## config.mk

```make
export PLATFORM = sky130hd
export DESIGN_NAME = alu_arbiter
export DESIGN_NICKNAME = d
export VERILOG_FILES = /design/src/rtl/alu_arbiter.sv
export SDC_FILE = /design/constraint.sdc
export NUM_CORES = 1
export LEC_CHECK = 0
export CORE_MARGIN = 5
export CORE_UTILIZATION = 40
export CTS_CLUSTER_DIAMETER = 80
export DETAILED_ROUTE_END_ITERATION = 16
export GPL_TIMING_DRIVEN = 1
export PLACE_DENSITY = 0.95
export SYNTH_ARGS = -nofsm -noshare
export SYNTH_HDL_FRONTEND = slang
export SYNTH_SLANG_ARGS = --single-unit
```

## constraint.sdc

```tcl
create_clock -name clk -period 2.22 [get_ports clk]
set_input_delay 0.333 -clock clk [delete_from_list [all_inputs] [get_ports clk]]
set_output_delay 0.333 -clock clk [all_outputs]
set_load 0.005 [all_outputs]
```

## src/rtl/alu_arbiter.sv

```systemverilog
// ---------------------------------------------------------------------------
// alu_arbiter
//
// Shares one combinational 32-bit ALU between two requesters. Each requester
// presents an opcode and two operands on a valid/ready channel. The block
// picks a winner round-robin, registers its operands, drives the ALU for one
// cycle with the decoded controls, captures the ALU outputs, and returns them
// on a single tagged response channel.
//
// Ports
//   clk                     rising-edge clock
//   reset_n                 asynchronous active-low reset
//   req0_valid/req1_valid   request present on port 0 / 1
//   req0_ready/req1_ready   request accepted this cycle
//   req0_op/req1_op         opcode: 000 AND, 001 OR, 010 ADD, 110 SUB
//   req0_a/b, req1_a/b      operands
//   alu_in1/alu_in2         operands to the shared ALU
//   alu_binvert             ALU Binvert control
//   alu_carryin             ALU Carryin control
//   alu_operation           ALU Operation select
//   alu_result              ALU Result
//   alu_carryout            ALU CarryOut (carry out of bit WIDTH-1)
//   rsp_valid/rsp_ready     response handshake
//   rsp_id                  requester that owns the response
//   rsp_result/rsp_carry    captured ALU result / carry
//   rsp_zero                captured result is zero
//   rsp_err                 illegal opcode; result forced to 0
// ---------------------------------------------------------------------------
module alu_arbiter #(
  parameter int WIDTH = 32
) (
  input  logic             clk,
  input  logic             reset_n,

  input  logic             req0_valid,
  output logic             req0_ready,
  input  logic [2:0]       req0_op,
  input  logic [WIDTH-1:0] req0_a,
  input  logic [WIDTH-1:0] req0_b,

  input  logic             req1_valid,
  output logic             req1_ready,
  input  logic [2:0]       req1_op,
  input  logic [WIDTH-1:0] req1_a,
  input  logic [WIDTH-1:0] req1_b,

  output logic [WIDTH-1:0] alu_in1,
  output logic [WIDTH-1:0] alu_in2,
  output logic             alu_binvert,
  output logic             alu_carryin,
  output logic [1:0]       alu_operation,
  input  logic [WIDTH-1:0] alu_result,
  input  logic             alu_carryout,

  output logic             rsp_valid,
  input  logic             rsp_ready,
  output logic             rsp_id,
  output logic [WIDTH-1:0] rsp_result,
  output logic             rsp_carry,
  output logic             rsp_zero,
  output logic             rsp_err
);

  typedef enum logic [1:0] {
    IDLE  = 2'd0,
    ISSUE = 2'd1,
    RESP  = 2'd2
  } state_t;

  localparam logic [2:0] OP_AND = 3'b000;
  localparam logic [2:0] OP_OR  = 3'b001;
  localparam logic [2:0] OP_ADD = 3'b010;
  localparam logic [2:0] OP_SUB = 3'b110;

  state_t           state;
  state_t           state_next;

  logic             last_grant;
  logic             grant;
  logic             accept;

  logic [2:0]       op_q;
  logic [WIDTH-1:0] a_q;
  logic [WIDTH-1:0] b_q;
  logic             id_q;

  logic             illegal_op;

  // Round-robin choice. With both ports valid the port that did not win
  // last time gets the grant; last_grant resets to 1 so port 0 wins the
  // first contention. grant is only meaningful when some port is valid.
  always_comb begin
    grant = 1'b0;
    if (req0_valid && req1_valid) begin
      grant = ~last_grant;
    end else if (req1_valid) begin
      grant = 1'b1;
    end
  end

  // Ready depends only on state, last_grant and the valids, never on
  // rsp_ready, so requesters cannot form a loop through the response side.
  always_comb begin
    accept     = (state == IDLE) && (req0_valid || req1_valid);
    req0_ready = accept && !grant;
    req1_ready = accept && grant;
  end

  // State register.
  always_ff @(posedge clk or negedge reset_n) begin
    if (!reset_n) begin
      state <= IDLE;
    end else begin
      state <= state_next;
    end
  end

  // Next-state logic: ISSUE always lasts exactly one cycle, RESP waits for
  // the consumer.
  always_comb begin
    state_next = state;
    case (state)
      IDLE: begin
        if (accept) begin
          state_next = ISSUE;
        end
      end
      ISSUE: begin
        state_next = RESP;
      end
      RESP: begin
        if (rsp_ready) begin
          state_next = IDLE;
        end
      end
      default: begin
        state_next = IDLE;
      end
    endcase
  end

  // Capture the winning request and remember who won for the next
  // contention.
  always_ff @(posedge clk or negedge reset_n) begin
    if (!reset_n) begin
      op_q       <= OP_AND;
      a_q        <= '0;
      b_q        <= '0;
      id_q       <= 1'b0;
      last_grant <= 1'b1;
    end else if (accept) begin
      op_q       <= grant ? req1_op : req0_op;
      a_q        <= grant ? req1_a  : req0_a;
      b_q        <= grant ? req1_b  : req0_b;
      id_q       <= grant;
      last_grant <= grant;
    end
  end

  // Opcode decode. The controls follow the held opcode register, so outside
  // ISSUE they simply keep showing the last decoded values. Illegal opcodes
  // drive the harmless AND encoding.
  always_comb begin
    alu_operation = 2'b00;
    alu_binvert   = 1'b0;
    alu_carryin   = 1'b0;
    illegal_op    = 1'b0;
    case (op_q)
      OP_AND: begin
        alu_operation = 2'b00;
      end
      OP_OR: begin
        alu_operation = 2'b01;
      end
      OP_ADD: begin
        alu_operation = 2'b10;
      end
      OP_SUB: begin
        // a - b computed as a + ~b + 1
        alu_operation = 2'b10;
        alu_binvert   = 1'b1;
        alu_carryin   = 1'b1;
      end
      default: begin
        illegal_op = 1'b1;
      end
    endcase
  end

  always_comb begin
    alu_in1 = a_q;
    alu_in2 = b_q;
  end

  // Response capture at the end of ISSUE. The registers then hold still
  // through RESP regardless of back-pressure.
  always_ff @(posedge clk or negedge reset_n) begin
    if (!reset_n) begin
      rsp_id     <= 1'b0;
      rsp_result <= '0;
      rsp_carry  <= 1'b0;
      rsp_zero   <= 1'b0;
      rsp_err    <= 1'b0;
    end else if (state == ISSUE) begin
      rsp_id     <= id_q;
      rsp_result <= illegal_op ? '0   : alu_result;
      rsp_carry  <= illegal_op ? 1'b0 : alu_carryout;
      rsp_zero   <= illegal_op || (alu_result == '0);
      rsp_err    <= illegal_op;
    end
  end

  always_comb begin
    rsp_valid = (state == RESP);
  end

endmodule

```

==> metrics.txt, run 1 <==
Layout Skew 16.4 ps; largest net degree at the start of global routing 68; grt ovf 0; Syn Nets 513; Core Area 0.0109 mm2; Final Critical Period 2040 ps; Die Wd 116 um; ant diodes 0; clock share of power 0.114; Sequential Power Share 0.362; flop-to-flop setup slack 480 ps; Clock Sinks 107; Synth cell types 23; Syn Inst Count 341; I/O Pins 279; Layout area overhead 67.7%; post-synthesis register bit count 107; crit path max fanout 3; final wirelength 15.3 mm; Placed Instance Area 0.00732 mm2; area of the multi-input gates 0.00161 mm2; fin crit share 0.918; Synth Area per Inst 13.1 um2; Max Transition Viols Final 0; later-pin clock latency in the skew report 350 ps; die height 116 um; vias in the first global route 4438; CP Launch Type register; highest ir drop seen on vdd 0.000824 V; vias per inst 5.40; LEAKAGE 3.56 nW; status complete, no violations; final setup fails 0; worst hold path class in -> async; Yosys Warn Count 0; initial antenna violation count 0; Initial Utilization 0.411; Worst Reg-to-Reg Cells 5; Req. time, crit path 1890 ps; Synth area leader dfrtp_1; Max-slew headroom 0.520; top cell type's share of synthesized area 0.592; share of layout cells above drive strength 1 0.0472; CTS Root Cell clkbuf_8; design area 0.00751 mm2; sw frac 0.325; H-tree depth 3; pwr dens 1250 mW/mm2; DRT Pass-1 Iters 4; RSZ-0062 raised after global routing no; critical path type reg -> out; worst r2r src state[1]; NetSw 3.04 mW; Num CTS Buffers 9; post-synthesis sequential area ratio 0.598; synth top area cells dfrtp_1 59%, a22o_1 20%, a21o_1 12%; ANT nets after route 0; first-pass GRT wire length 23.4 mm; clock buffer depth 2; Least-Margin Pin Slew 721 ps; Via Count 4079; GR Util All Layers 0.222; Setup Fix Bufs, Post-CTS 0; max_cap viols 0; DIE AREA 0.0134 mm2; Detail Placement HPWL 11.6 mm; Hold Fails Final Rpt 0; Cell Area, Synth 0.00448 mm2; Port Buffers 278; Internal Power 6.31 mW; Max Fclk 491 MHz; WP data arrival 1700 ps; CTS tree built; DRT iter0 DRCs 273; Final #Nets 782; endpoint class of the critical path output port; Worst R2R End alu_in1[27]; DRC Markers 0; WL per Instance 20.2 um; row count 38; # fillers 751; Worst-path clk slew 100 ps; Final GP Congestion 0.828; combinational power share 0.524; FF+latch area 0.00268 mm2; setup TNS after final layout 0 ps
## worst max-delay path by stage
stage | slack [ps] | end | from | cells after the start
4_1_cts | 80 | req0_ready | state[1] | 4
3_5_place_dp | 120 | alu_in2[30] | req1_valid | 5
6_report | 180 | alu_binvert | op_q[1] | 3
5_1_grt | 70 | req0_ready | state[1] | 4
3_3_place_gp | 190 | op_q[2] | req1_valid | 5
2_1_floorplan | 740 | alu_in1[0] | last_grant | 6
## critical path, cell delays in order (launching register included)
cell and delay, ps:
dfrtp_1 390, nor2b_1 240, and2_1 200, clkdlybuf4s50_1 520
## sequential cells by signal, summed over array words and instances, names as in the netlist, 2 cells and up
register    cells
state           2
rsp_result     32
alu_in1        32
op_q            3
alu_in2        32
## per-layer routing
layer | up-vias | share of wire | GRT usage
met2 | 209 | 0.52 | 0.398
met4 | 0 | 0.026 | 0.0828
li1 | 1835 | - | -
met3 | 30 | 0.078 | 0.0454
met5 | - | 0 | 0
met1 | 2005 | 0.38 | 0.262
## Yosys cell counts
library cell,number
a21oi_2,1
dfstp_2,1
nand4_1,2
a21oi_1,1
and2_1,2
nor2b_1,2
a21o_1,69
clkbuf_1,10
buf_4,2
nor2_4,1
nand2b_1,2
nor2_1,6
dfrtp_1,106
or2_0,1
inv_1,2
buf_6,10
nand2_1,4
o21ai_2,1
buf_2,8
and3_4,1
nor4_1,8
o21ai_0,1
a22o_1,100
## kinds of logic (layout without fill, tap and decap cells)
family | Yosys count | after routing | share of synthesized area
AOI/OAI and AO/OA | 173 | 173 | 0.317
and+or+nand+nor | 29 | 29 | 0.0371
DFF | 107 | 107 | 0.598
buffers and inverters | 32 | 306 | 0.0475
## layout by cell type, fill, tap and decap left out, types with 3 or more instances in the layout
master and instances:
nor4_1 8, nand2_1 4, a22o_1 100, clkdlybuf4s50_1 277, dfrtp_1 106, a21o_1 69, clkbuf_8 10, nor2_1 5
clkbuf_1 3, buf_4 9
## stage by stage
step / hold WS (ps) / setup slack (ps) / cells / util / total power, mW
3_3_place_gp: 296 / 193 / 738 / 0.673 / 8.11
4_1_cts: 436 / 80.9 / 755 / 0.689 / 9.45
6_report: 457 / 182 / 755 / 0.690 / 9.35
3_5_place_dp: 296 / 121 / 738 / 0.673 / 8.33
2_1_floorplan: 37.4 / 740 / 341 / - / 5.73
5_1_grt: 495 / 69.0 / 755 / 0.690 / 9.98
## layout make-up
cell class | count | share of cell area
repair buffers | 288 | 0.382
flip-flops and latches | 107 | 0.357
multi-input cells | 202 | 0.214
well taps | 140 | 0.0233
clock buffers | 13 | 0.0198
clock inverters | 3 | 0.00317
inverters | 2 | 0.00100
## power by group through the flow
stage                     combinational (mW)  sequential, mW  clock, mW
after global routing                    5.30            3.50       1.18
after floorplan                         2.33            3.41          0
after global placement                  4.75            3.36          0
final                                   4.90            3.39       1.06
after detailed placement                4.94            3.40          0
after CTS                               4.96            3.39       1.10
## what timing repair did
action / CTS / global route
setup endpoints to repair: 0 / 1
resized for setup: 0 / 1
hold buffers: 1 / 0
endpoints found under the hold margin: 31 / 0
Power figures use the tool's default switching activity.
==> inputs of run 2 (changes only) <==
- CORE_ASPECT_RATIO: default -> 0.75
- CTS_CLUSTER_DIAMETER: 80 -> 40
==> metrics.txt, run 2 (synthesis results as in run 1) <==
largest net degree at the start of global routing 71 (+4.4%); DRT iter0 DRCs 172 (-37%); Port Buffers 278 (unchanged); Core Area 0.0109 mm2 (+0.49%); Place WS 119 ps (-2.60 ps); first-pass GRT wire length 24.2 mm (+3.5%); grt ovf 0 (unchanged); status complete, no violations; Final #Nets 781 (-0.13%); fin cells 754 (-0.13%); highest ir drop seen on vdd 0.00150 V (+82%); Hold Fails Final Rpt 0 (unchanged); max_cap viols 0 (unchanged); DIE AREA 0.0134 mm2 (+0.17%); dpl cells 737 (-0.14%); vias in the first global route 4528 (+2.0%); Initial Utilization 0.409 (-0.00202); ant diodes 0 (unchanged); critical path type reg -> out; design area 0.00765 mm2 (+1.9%); setup TNS after final layout 0 ps (unchanged); RSZ-0062 raised after global routing no; critical-path cell list nor2_2 -> and3_4 -> clkdlybuf4s50_1; Detail Placement HPWL 11.4 mm (-1.1%); worst stage delay on the critical path 510 ps (about the same); initial antenna violation count 0 (unchanged); setup ws final 144 ps (-38.3 ps); Least-Margin Pin Slew 711 ps (-9.96 ps); Worst-path clk slew 80 ps (-20 ps); CTS tree built; later-pin clock latency in the skew report 350 ps (about the same); DRC Markers 0 (unchanged); Final Power 9.92 mW (+6.1%); CP Launch Type register; Via Count 4080 (+0.025%); Layout Skew 11.5 ps (-4.86 ps); worst hold path class in -> async; clock buffer depth 2 (unchanged); GR Util All Layers 0.223 (+0.00165); ANT nets after route 0 (unchanged); Final GP Congestion 0.816 (-1.5%); DRT Pass-1 Iters 5 (+1); Layout area overhead 70.8%; Req. time, crit path 1890 ps (about the same); final setup fails 0 (unchanged); row count 33 (-13%); most common cell after layout, fill and taps aside clkdlybuf4s50_1; WP data arrival 1740 ps (+40 ps); Min Hold Slack 496 ps (+39.2 ps); Max Transition Viols Final 0 (unchanged); final wirelength 15.4 mm (+0.96%); most frequent cells in the layout 277 x clkdlybuf4s50_1, 106 x dfrtp_1, 100 x a22o_1, 69 x a21o_1, 9 x clkbuf_16; Placed Instance Area 0.00734 mm2 (+0.24%); Max Fclk 482 MHz (-1.8%); CTS Root Cell clkbuf_16; share of layout cells above drive strength 1 0.0505 (+0.00333); vias per inst 5.41 (+0.16%); die height 102 um (-12%); WL per Instance 20.5 um (+1.1%); final core occ 0.699 (+0.00953); crit path max fanout 4 (+1); fin crit share 0.935 (+0.0172); Die Wd 132 um (+14%); H-tree depth 3 (unchanged); endpoint class of the critical path output port; Clock Sinks 107 (unchanged); pwr dens 1300 mW/mm2 (+4.1%); Max-slew headroom 0.526 (+0.00664); LEAKAGE 3.62 nW (+1.8%); Num CTS Buffers 9 (unchanged); Final Critical Period 2080 ps (+38.3 ps); Setup Fix Bufs, Post-CTS 0 (unchanged); I/O Pins 279 (unchanged); Slowest-stage cell, CP clkdlybuf4s50_1
==> run 2: final timing paths <==
kind / from / end / slack, ps / cells after the start
min: reset_n / rsp_result[25] / 500 / 2
max in group asynchronous: reset_n / alu_in1[23] / 1050 / 3
min reg2reg: rsp_id / rsp_id / 500 / 2
max reg2reg: state[1] / alu_in2[9] / 430 / 5
max: state[1] / req1_ready / 140 / 3
min in group clk: rsp_id / rsp_id / 500 / 2
==> run 2: critical path: cells and delay by family, from the launching register on <==
| family | cells | cell delay (ps) |
|---|---|---|
| AND/OR/NAND/NOR | 2 | 470 |
| flip-flops | 1 | 420 |
| buffers and inverters | 1 | 510 |
==> run 2: what timing repair did <==
item / in CTS / in global routing
resized for setup: 0 / 1
setup endpoints to repair: 0 / 2
hold buffers: 1 / 0
endpoints found under the hold margin: 37 / 0
==> run 2: where the power goes <==
group / internal (mW) / switching [mW]
Clock: 0.795 / 0.777
Sequential: 2.86 / 0.531
Combinational: 3.05 / 1.91
==> run 2: per-layer routing <==
| layer | routed length (um) | vias to the layer above | GRT usage |
|---|---|---|---|
| li1 | - | 1830 | - |
| met1 | 5750 | 2003 | 0.257 |
| met2 | 7990 | 215 | 0.403 |
| met3 | 1280 | 32 | 0.0650 |
| met4 | 407 | 0 | 0.0782 |
| met5 | 0 | - | 0 |
==> run 2: final cells by class <==
class                   instances  area, um2
well taps                     140        175
multi-input cells             202       1610
clock inverters                 7       71.3
clock buffers                   9        225
inverters                       2       7.51
fillers                       756       3290
repair buffers                287       2890
flip-flops and latches        107       2680
